==> config.mk <==
export PLATFORM = sky130hd
export DESIGN_NAME = io_tx_controller_flat
export DESIGN_NICKNAME = d
export VERILOG_FILES = /design/src/rtl/io_tx_controller_if.sv /design/src/rtl/io_tx_controller.sv /design/src/flat_wrapper.sv
export SDC_FILE = /design/constraint.sdc
export NUM_CORES = 1
export LEC_CHECK = 0
export ABC_AREA = 1
export BUFFER_PORTS_ARGS = -buffer_cell sky130_fd_sc_hd__buf_2
export CAP_MARGIN = 20
export CORE_ASPECT_RATIO = 1.1
export CORE_MARGIN = 4
export CORE_UTILIZATION = 40
export DETAILED_ROUTE_END_ITERATION = 8
export MAX_ROUTING_LAYER = met4
export PLACE_DENSITY = 0.69
export SKIP_CTS_REPAIR_TIMING = 1
export SYNTH_ARGS = -nofsm -noshare
export SYNTH_HDL_FRONTEND = slang
export SYNTH_SLANG_ARGS = --single-unit
==> constraint.sdc <==
create_clock -name clk -period 6.4 [get_ports clk]
set_clock_uncertainty 0.2 [all_clocks]
set_input_delay 1.92 -clock clk [delete_from_list [all_inputs] [get_ports clk]]
set_output_delay 1.92 -clock clk [all_outputs]
set_load 0.02 [all_outputs]
==> src/rtl/io_tx_controller_if.sv <==
// img_sram_intf: image SRAM access port.
// The master drives the read strobe and address; read data returns one cycle later.
interface img_sram_intf (input logic clk);
    logic       write_en;
    logic       sense_en;
    logic [7:0] row;
    logic [7:0] col;
    logic [7:0] dout;

    modport mst (input clk, input dout, output write_en, output sense_en, output row, output col);
    modport slv (input clk, input write_en, input sense_en, input row, input col, output dout);
endinterface

==> src/rtl/io_tx_controller.sv <==
// io_tx_controller: streams a stored image out of image SRAM in raster order
// as a valid/ready byte stream. A 2-entry skid FIFO absorbs the one-cycle
// SRAM read latency, so the block sustains one byte per cycle under backpressure.
// Optional feature macro: IO_TX_MARKERS_EN adds dout_sof/dout_eol frame markers.
module io_tx_controller (
    img_sram_intf.mst  sram_img,
    input  logic       rstn,
    input  logic       en,
    input  logic [7:0] nrows,
    input  logic [7:0] ncols,
    output logic       busy,
    output logic       done,
    output logic [7:0] dout,
    output logic       dout_valid,
    input  logic       dout_ready
`ifdef IO_TX_MARKERS_EN
    ,
    output logic       dout_sof,
    output logic       dout_eol
`endif
);
    typedef enum logic [1:0] {IDLE, RUN, DRAIN} state_t;

`ifdef IO_TX_MARKERS_EN
    localparam int unsigned EW = 10;   // {sof, eol, data}
`else
    localparam int unsigned EW = 8;
`endif

    logic clk;
    assign clk = sram_img.clk;

    state_t        state_q, state_d;
    logic [8:0]    nrows_q, nrows_d, ncols_q, ncols_d;
    logic [8:0]    rd_row_q, rd_row_d, rd_col_q, rd_col_d;
    logic          inflight_q, inflight_d;
    logic          done_q, done_d;
    logic [1:0]    cnt_q, cnt_d;
    logic [EW-1:0] e0_q, e0_d, e1_q, e1_d;
    logic [EW-1:0] push_word;
    logic          pop, issue, last_col, last_row;
    logic [2:0]    occ;
`ifdef IO_TX_MARKERS_EN
    logic [1:0]    tag_q, tag_d;
`endif

    // Read credit: never let FIFO entries plus the in-flight read exceed two
    always_comb begin
        pop      = (cnt_q != 2'd0) && dout_ready;
        occ      = {1'b0, cnt_q} + {2'b0, inflight_q} - {2'b0, pop};
        issue    = (state_q == RUN) && (occ < 3'd2);
        last_col = (rd_col_q == ncols_q - 9'd1);
        last_row = (rd_row_q == nrows_q - 9'd1);
    end

`ifdef IO_TX_MARKERS_EN
    // Marker bits captured at issue time so they travel with their byte
    always_comb begin
        tag_d = {(rd_row_q == 9'd0) && (rd_col_q == 9'd0), last_col};
    end
    assign push_word = {tag_q, sram_img.dout};
    assign dout_sof  = e0_q[9];
    assign dout_eol  = e0_q[8];
`else
    assign push_word = sram_img.dout;
`endif

    // Frame FSM: start/latch, raster address walk, drain and completion
    always_comb begin
        state_d    = state_q;
        nrows_d    = nrows_q;
        ncols_d    = ncols_q;
        rd_row_d   = rd_row_q;
        rd_col_d   = rd_col_q;
        done_d     = 1'b0;
        inflight_d = issue;
        case (state_q)
            IDLE: begin
                if (en) begin
                    if (nrows == 8'd0 || ncols == 8'd0) begin
                        done_d = 1'b1;
                    end else begin
                        nrows_d  = {1'b0, nrows};
                        ncols_d  = {1'b0, ncols};
                        rd_row_d = '0;
                        rd_col_d = '0;
                        state_d  = RUN;
                    end
                end
            end
            RUN: begin
                if (issue) begin
                    if (last_col) begin
                        rd_col_d = '0;
                        if (last_row) state_d = DRAIN;
                        else          rd_row_d = rd_row_q + 9'd1;
                    end else begin
                        rd_col_d = rd_col_q + 9'd1;
                    end
                end
            end
            DRAIN: begin
                // Leave on the edge that completes the final transfer
                if (!inflight_q && (cnt_q == 2'd0 || (cnt_q == 2'd1 && pop))) begin
                    state_d = IDLE;
                    done_d  = 1'b1;
                end
            end
            default: state_d = IDLE;
        endcase
    end

    // Skid FIFO: e0 is the head; simultaneous push and pop keep the count
    always_comb begin
        cnt_d = cnt_q;
        e0_d  = e0_q;
        e1_d  = e1_q;
        case ({inflight_q, pop})
            2'b10: begin
                if (cnt_q == 2'd0) e0_d = push_word;
                else               e1_d = push_word;
                cnt_d = cnt_q + 2'd1;
            end
            2'b01: begin
                e0_d  = e1_q;
                cnt_d = cnt_q - 2'd1;
            end
            2'b11: begin
                if (cnt_q == 2'd1) begin
                    e0_d = push_word;
                end else begin
                    e0_d = e1_q;
                    e1_d = push_word;
                end
            end
            default: ;
        endcase
    end

    // State, counters and FIFO storage
    always_ff @(posedge clk or negedge rstn) begin
        if (!rstn) begin
            state_q    <= IDLE;
            nrows_q    <= '0;
            ncols_q    <= '0;
            rd_row_q   <= '0;
            rd_col_q   <= '0;
            inflight_q <= 1'b0;
            done_q     <= 1'b0;
            cnt_q      <= '0;
            e0_q       <= '0;
            e1_q       <= '0;
`ifdef IO_TX_MARKERS_EN
            tag_q      <= '0;
`endif
        end else begin
            state_q    <= state_d;
            nrows_q    <= nrows_d;
            ncols_q    <= ncols_d;
            rd_row_q   <= rd_row_d;
            rd_col_q   <= rd_col_d;
            inflight_q <= inflight_d;
            done_q     <= done_d;
            cnt_q      <= cnt_d;
            e0_q       <= e0_d;
            e1_q       <= e1_d;
`ifdef IO_TX_MARKERS_EN
            tag_q      <= tag_d;
`endif
        end
    end

    assign sram_img.write_en = 1'b0;
    assign sram_img.sense_en = issue;
    assign sram_img.row      = rd_row_q[7:0];
    assign sram_img.col      = rd_col_q[7:0];
    assign busy              = (state_q != IDLE);
    assign done              = done_q;
    assign dout              = e0_q[7:0];
    assign dout_valid        = (cnt_q != 2'd0);
endmodule

==> src/flat_wrapper.sv <==
// flat-port wrapper written by rule: the top's interface ports become plain ports
module io_tx_controller_flat 
  (rstn, en, nrows, ncols, busy, done, dout, dout_valid, dout_ready, clk, sram_img_dout, sram_img_write_en, sram_img_sense_en, sram_img_row, sram_img_col);
  img_sram_intf sram_img_i (.clk(clk));
  input  logic rstn;
  input  logic en;
  input  logic [7:0] nrows;
  input  logic [7:0] ncols;
  output logic busy;
  output logic done;
  output logic [7:0] dout;
  output logic dout_valid;
  input  logic dout_ready;
  input wire logic clk;
  input wire logic [$bits(sram_img_i.dout)-1:0] sram_img_dout;
  output wire logic [$bits(sram_img_i.write_en)-1:0] sram_img_write_en;
  output wire logic [$bits(sram_img_i.sense_en)-1:0] sram_img_sense_en;
  output wire logic [$bits(sram_img_i.row)-1:0] sram_img_row;
  output wire logic [$bits(sram_img_i.col)-1:0] sram_img_col;
  assign sram_img_i.dout = sram_img_dout;
  assign sram_img_write_en = sram_img_i.write_en;
  assign sram_img_sense_en = sram_img_i.sense_en;
  assign sram_img_row = sram_img_i.row;
  assign sram_img_col = sram_img_i.col;
  io_tx_controller u_core (.sram_img(sram_img_i), .rstn(rstn), .en(en), .nrows(nrows), .ncols(ncols), .busy(busy), .done(done), .dout(dout), .dout_valid(dout_valid), .dout_ready(dout_ready));
endmodule
==> results.toml, run 1 <==
[drt]
dr.pass1.iters = 4
drcViolationCount = 0
drtIter0Drc = 86
vias = 3049
wl_per_cell_um = 12.6
drtAntennaViolNets = 0
viasPerCell = 4.86
wirelength_um = 7920

[clock_network]
cts_buffers = 5
root_buffer = "clkbuf_8"
htree_levels = 2
path_clk_slew_ns = 0.10
clkLatencyLatePin_ns = 0.31
cts.path.max_buffers = 2
clock-sinks = 56
cts_tree = "done"

[floorplan]
die-width_um = 99.1
start_util_pct = 41.1
row_count = 36
io_pins = 57
die-area_mm2 = 0.0107
die_y_um = 108
core_area_mm2 = 0.00887

[yosys]
netlist_instances = 473
yosys_warnings = 0
ys_seq_area_share_pct = 38.4
synth_ff_type = "dfrtp_1"
ys_seq_elements = 56
netlist_area_mm2 = 0.00365
synth_enable_flop_cells = 0
synth_nets = 512
synth_cell_types = 38
async_reset_ff_share_pct = 100
syn_area_per_cell_um2 = 7.72

[sta]
fmax_mhz = 167
worst_slew_pin_slew_ns = 1.05
grt_setup_unrepaired = "false"
final_max_slew_viol_count = 0
holdWs_ns = 0.296
fin_setup_tns_ns = 0
period_share_pct = 93.6
setup_viol = 0
finalHoldViolCount = 0
slew_headroom_pct = 29.8
period_minus_slack_ns = 5.99

[outcome]
status = "finished, final reports clean"

[place]
dp_cells = 619
place.gp.congestion = 0.864
numPortBuffers = 55
dp_hpwl_um = 6070

[finish]
final_cells = 627
num_antenna_cells = 0
syn2layout_area_growth_pct = 9.05
drive_gt1_share_pct = 19.5
fin_nets = 551

[worst_setup_path]
startpoint_type = "input port"
worstSetupPathType = "input port to primary output"
crit_required_ns = 4.28
cp-end-kind = "primary output"
arrival_ns = 3.87
crit_fanout = 4

[job]
max-cap-violations = 0

[global_route]
antenna_found_initial = 0
grt_max_degree = 57
grt_use_total_pct = 15.6
grt_pass1_wl_um = 13400
grt_pass1_vias = 2946
overflow = 0

[power_and_ir_drop]
powerDensity_mw_per_mm2 = 432
vdd_drop_max_v = 0.000182
leakage_nw = 2.07

[hold_path]
holdCritPathClass = "register to register"
sequential cells by signal, summed over array words and instances, names as in the netlist:
signal             count
u_core.rd_col_q        9
u_core.rd_row_q        9
u_core.dout            8
u_core.e1_q            8
u_core.ncols_q         8
u_core.nrows_q         8
u_core.cnt_q           2
u_core.state_q         2
u_core.done            1
u_core.inflight_q      1
synthesized netlist by cell type, types with 4 or more instances:
cell type    n  share of area (%)
xnor2_1      7                1.7
nor2_2       6                1.0
dfrtp_1     56                 38
o22ai_1      8                1.4
mux2_2       8                2.5
o21ai_0     12                1.6
nor3_1       5               0.69
xor2_1      20                4.8
ha_1        10                3.4
buf_4       17                3.5
a21oi_2     12                2.9
nand2_1    112                 12
inv_1       64                6.6
nor4_1       4               0.69
nor2_1      58                6.0
nand3_1     41                5.6
where the power goes:
group,internal [mW],switching (mW),leakage [nW],total (mW)
Sequential,0.481,0.114,0.702,0.595
Clock,0.0884,0.120,0.0445,0.208
Combinational,0.327,0.589,1.33,0.917
Total,0.897,0.823,2.07,1.72
layout by cell type (no fill, tap or decap), types with 2 or more instances in the layout:
| cell | n |
|---|---|
| nor2_2 | 6 |
| a21oi_1 | 3 |
| ha_1 | 10 |
| nor3_1 | 5 |
| xor2_1 | 20 |
| clkbuf_8 | 6 |
| nor3b_1 | 2 |
| nor2_1 | 58 |
| inv_4 | 2 |
| dfrtp_1 | 56 |
| nand4_1 | 2 |
| inv_2 | 2 |
| o21ai_1 | 3 |
| a21oi_2 | 12 |
| nand2_1 | 112 |
| nor4_1 | 4 |
| o21ai_0 | 12 |
| o22ai_1 | 8 |
| buf_2 | 55 |
| nand3_1 | 41 |
| inv_1 | 64 |
| mux2_2 | 8 |
| xnor2_1 | 7 |
metrics by stage:
stage	worst slack (ns)	utilization [%]	instance area, um2	total power, mW
after detailed placement	0.403	43.8	3890	1.53
after CTS	0.399	44.9	3980	1.74
after floorplan	0.693	-	3650	1.35
after global placement	0.503	43.8	3890	1.49
final	0.413	44.9	3980	1.72
after global routing	0.249	44.9	3980	1.88
logic make-up (layout without fill, tap and decap cells):
kind of cell,count (synthesis),count (layout),share of synthesized area [%]
xor+xnor,27,27,6.48
buf+inv,92,132,12.3
fa+ha+maj,11,11,3.98
compound gates,42,42,7.85
other cells,1,1,0.103
simple gates,236,236,28.4
flops,56,56,38.4
mux,8,8,2.47
layout make-up:
type                       instances  area (um2)
clock buffer                       7        86.3
clock inverter                     1        7.51
fill                             874        4890
inverter                          68         260
multi-input combinational        325        1800
sequential                        56        1400
tap                              114         143
timing repair buffer              56         283
path summary, 6_finish.rpt:
check	start	end	slack, ns	cells past startpoint
min in group asynchronous	rstn	u_core.e1_q[2]	1.54	2
worst min register to register	u_core.e1_q[0]	u_core.e1_q[0]	0.30	2
worst min-delay path	u_core.e1_q[0]	u_core.e1_q[0]	0.30	2
worst max register to register	u_core.cnt_q[1]	u_core.rd_row_q[3]	2.96	15
worst max-delay path	dout_ready	sram_img_sense_en	0.41	10
max in group asynchronous	rstn	u_core.ncols_q[4]	3.98	2
critical path, stage by stage:
cell	delay, ns
buf_2	0.08
inv_1	0.04
nor2_1	0.22
ha_1	0.33
nor2_1	0.16
fa_1	0.44
nor3b_1	0.20
inv_1	0.12
nor2_1	0.17
buf_2	0.20
metal layers:
metal	wire length [um]	GRT usage [%]	vias to the layer above	share of wire (%)
met5	0	-	-	0
met4	68	3.80	0	0.86
met3	318	2.39	6	4.0
met2	4030	28.2	63	51
met1	3500	18.2	1434	44
li1	-	-	1546	-
(Power assumes the default switching activity.)
==> run 2: changes to the inputs <==
CORE_UTILIZATION = 45   (was 40)
PLACE_DENSITY = 0.75   (was 0.69)
==> results.toml, run 2 (synthesis results as in run 1) <==
[outcome]
status = "finished, final reports clean"

[sta]
period_minus_slack_ns = 5.97
fin_setup_tns_ns = 0
setup_viol = 0
slew_headroom_pct = 33.6
grt_setup_unrepaired = "false"
finalHoldViolCount = 0
period_share_pct = 93.3
final_max_slew_viol_count = 0
fmax_mhz = 167
worst_slew_pin_slew_ns = 0.992

[global_route]
grt_pass1_wl_um = 13500
grt_use_total_pct = 17.8
grt_max_degree = 57
overflow = 0
antenna_found_initial = 0
grt_pass1_vias = 2976

[clock_network]
htree_levels = 2
clock-sinks = 56
cts.path.max_buffers = 2
cts_buffers = 5
cts_tree = "done"
clkLatencyLatePin_ns = 0.31
path_clk_slew_ns = 0.10
root_buffer = "clkbuf_8"

[power_and_ir_drop]
powerDensity_mw_per_mm2 = 430
leakage_nw = 2.07
p_total_mw = 1.71
vdd_drop_max_v = 0.000164

[worst_setup_path]
startpoint_type = "input port"
crit_fanout = 4
worstSetupPathType = "input port to primary output"
crit_required_ns = 4.28
cp-end-kind = "primary output"
arrival_ns = 3.85
rr_worst_depth = 15

[place]
dp_cells = 613
dp_hpwl_um = 6010
numPortBuffers = 55
place.gp.congestion = 0.867

[finish]
fin_nets = 551
final_core_util_pct = 50.2
mostFrequentLayoutCells = "nand2_1, inv_1, nor2_1"
fillers = 763
drive_gt1_share_pct = 19.5
layout_commonest_cell = "nand2_1"
reg_top3 = "u_core.rd_col_q x9, u_core.rd_row_q x9"
seqCellArea_mm2 = 0.00140
num_antenna_cells = 0
final_cells = 621
multi_input_area_mm2 = 0.00180
syn2layout_area_growth_pct = 8.84

[hold_path]
holdCritPathClass = "register to register"
hold-path-cell-count = 2

[floorplan]
io_pins = 57
die-width_um = 93.9
core_area_mm2 = 0.00791
row_count = 34
die_y_um = 102
die-area_mm2 = 0.00962
start_util_pct = 46.1

[drt]
viasPerCell = 4.83
wl_per_cell_um = 12.5
drtIter0Drc = 122
drcViolationCount = 0
vias = 2999
drtAntennaViolNets = 0
dr.pass1.iters = 4
wirelength_um = 7730

[job]
max-cap-violations = 0
[run 2: cell counts in the layout (fill, tap and decap cells not counted)]
Identical to the previous run, type by type.
[run 2: final cells by class]
cell class,count,share of cell area [%]
timing repair buffer,56,7.12
sequential,56,35.3
inverter,68,6.55
tap,108,3.40
clock inverter,1,0.189
multi-input combinational,325,45.3
clock buffer,7,2.17
[run 2: path summary, 6_finish.rpt]
check,endpoint,slack (ns),startpoint
max,sram_img_sense_en,0.43,dout_ready
min,u_core.e1_q[0],0.30,u_core.e1_q[0]
max reg2reg,u_core.rd_row_q[2],2.98,u_core.cnt_q[0]
min reg2reg,u_core.e1_q[0],0.30,u_core.e1_q[0]
max in group asynchronous,u_core.rd_row_q[0],3.99,rstn
min in group asynchronous,u_core.e1_q[7],1.54,rstn
[run 2: critical path, cell delays in order]
cell	delay (ns)
buf_2	0.08
inv_1	0.04
nor2_1	0.21
ha_1	0.33
nor2_1	0.16
fa_1	0.43
nor3b_1	0.20
inv_1	0.12
nor2_1	0.16
buf_2	0.19
[run 2: stage by stage]
stage                     hold slack [ns]  area, um2  worst slack, ns
after global placement              0.267       3880            0.517
after global routing                0.319       3970            0.204
after CTS                           0.308       3970            0.409
final                               0.302       3970            0.427
after floorplan                     0.253       3650            0.693
after detailed placement            0.284       3880            0.414
[run 2: report_power, final]
part | total, mW | internal (mW) | switching, mW
Clock | 0.205 | 0.0884 | 0.116
Combinational | 0.909 | 0.326 | 0.583
Sequential | 0.596 | 0.481 | 0.115
[run 2: layer usage]
layer | wire length, um | vias to the layer above | share of wire [%] | track usage (%)
met5 | 0 | - | 0 | -
met4 | 85 | 0 | 1.1 | 4.00
met3 | 249 | 6 | 3.2 | 2.36
met2 | 3950 | 45 | 51 | 31.6
met1 | 3450 | 1396 | 45 | 21.7
li1 | - | 1552 | - | -
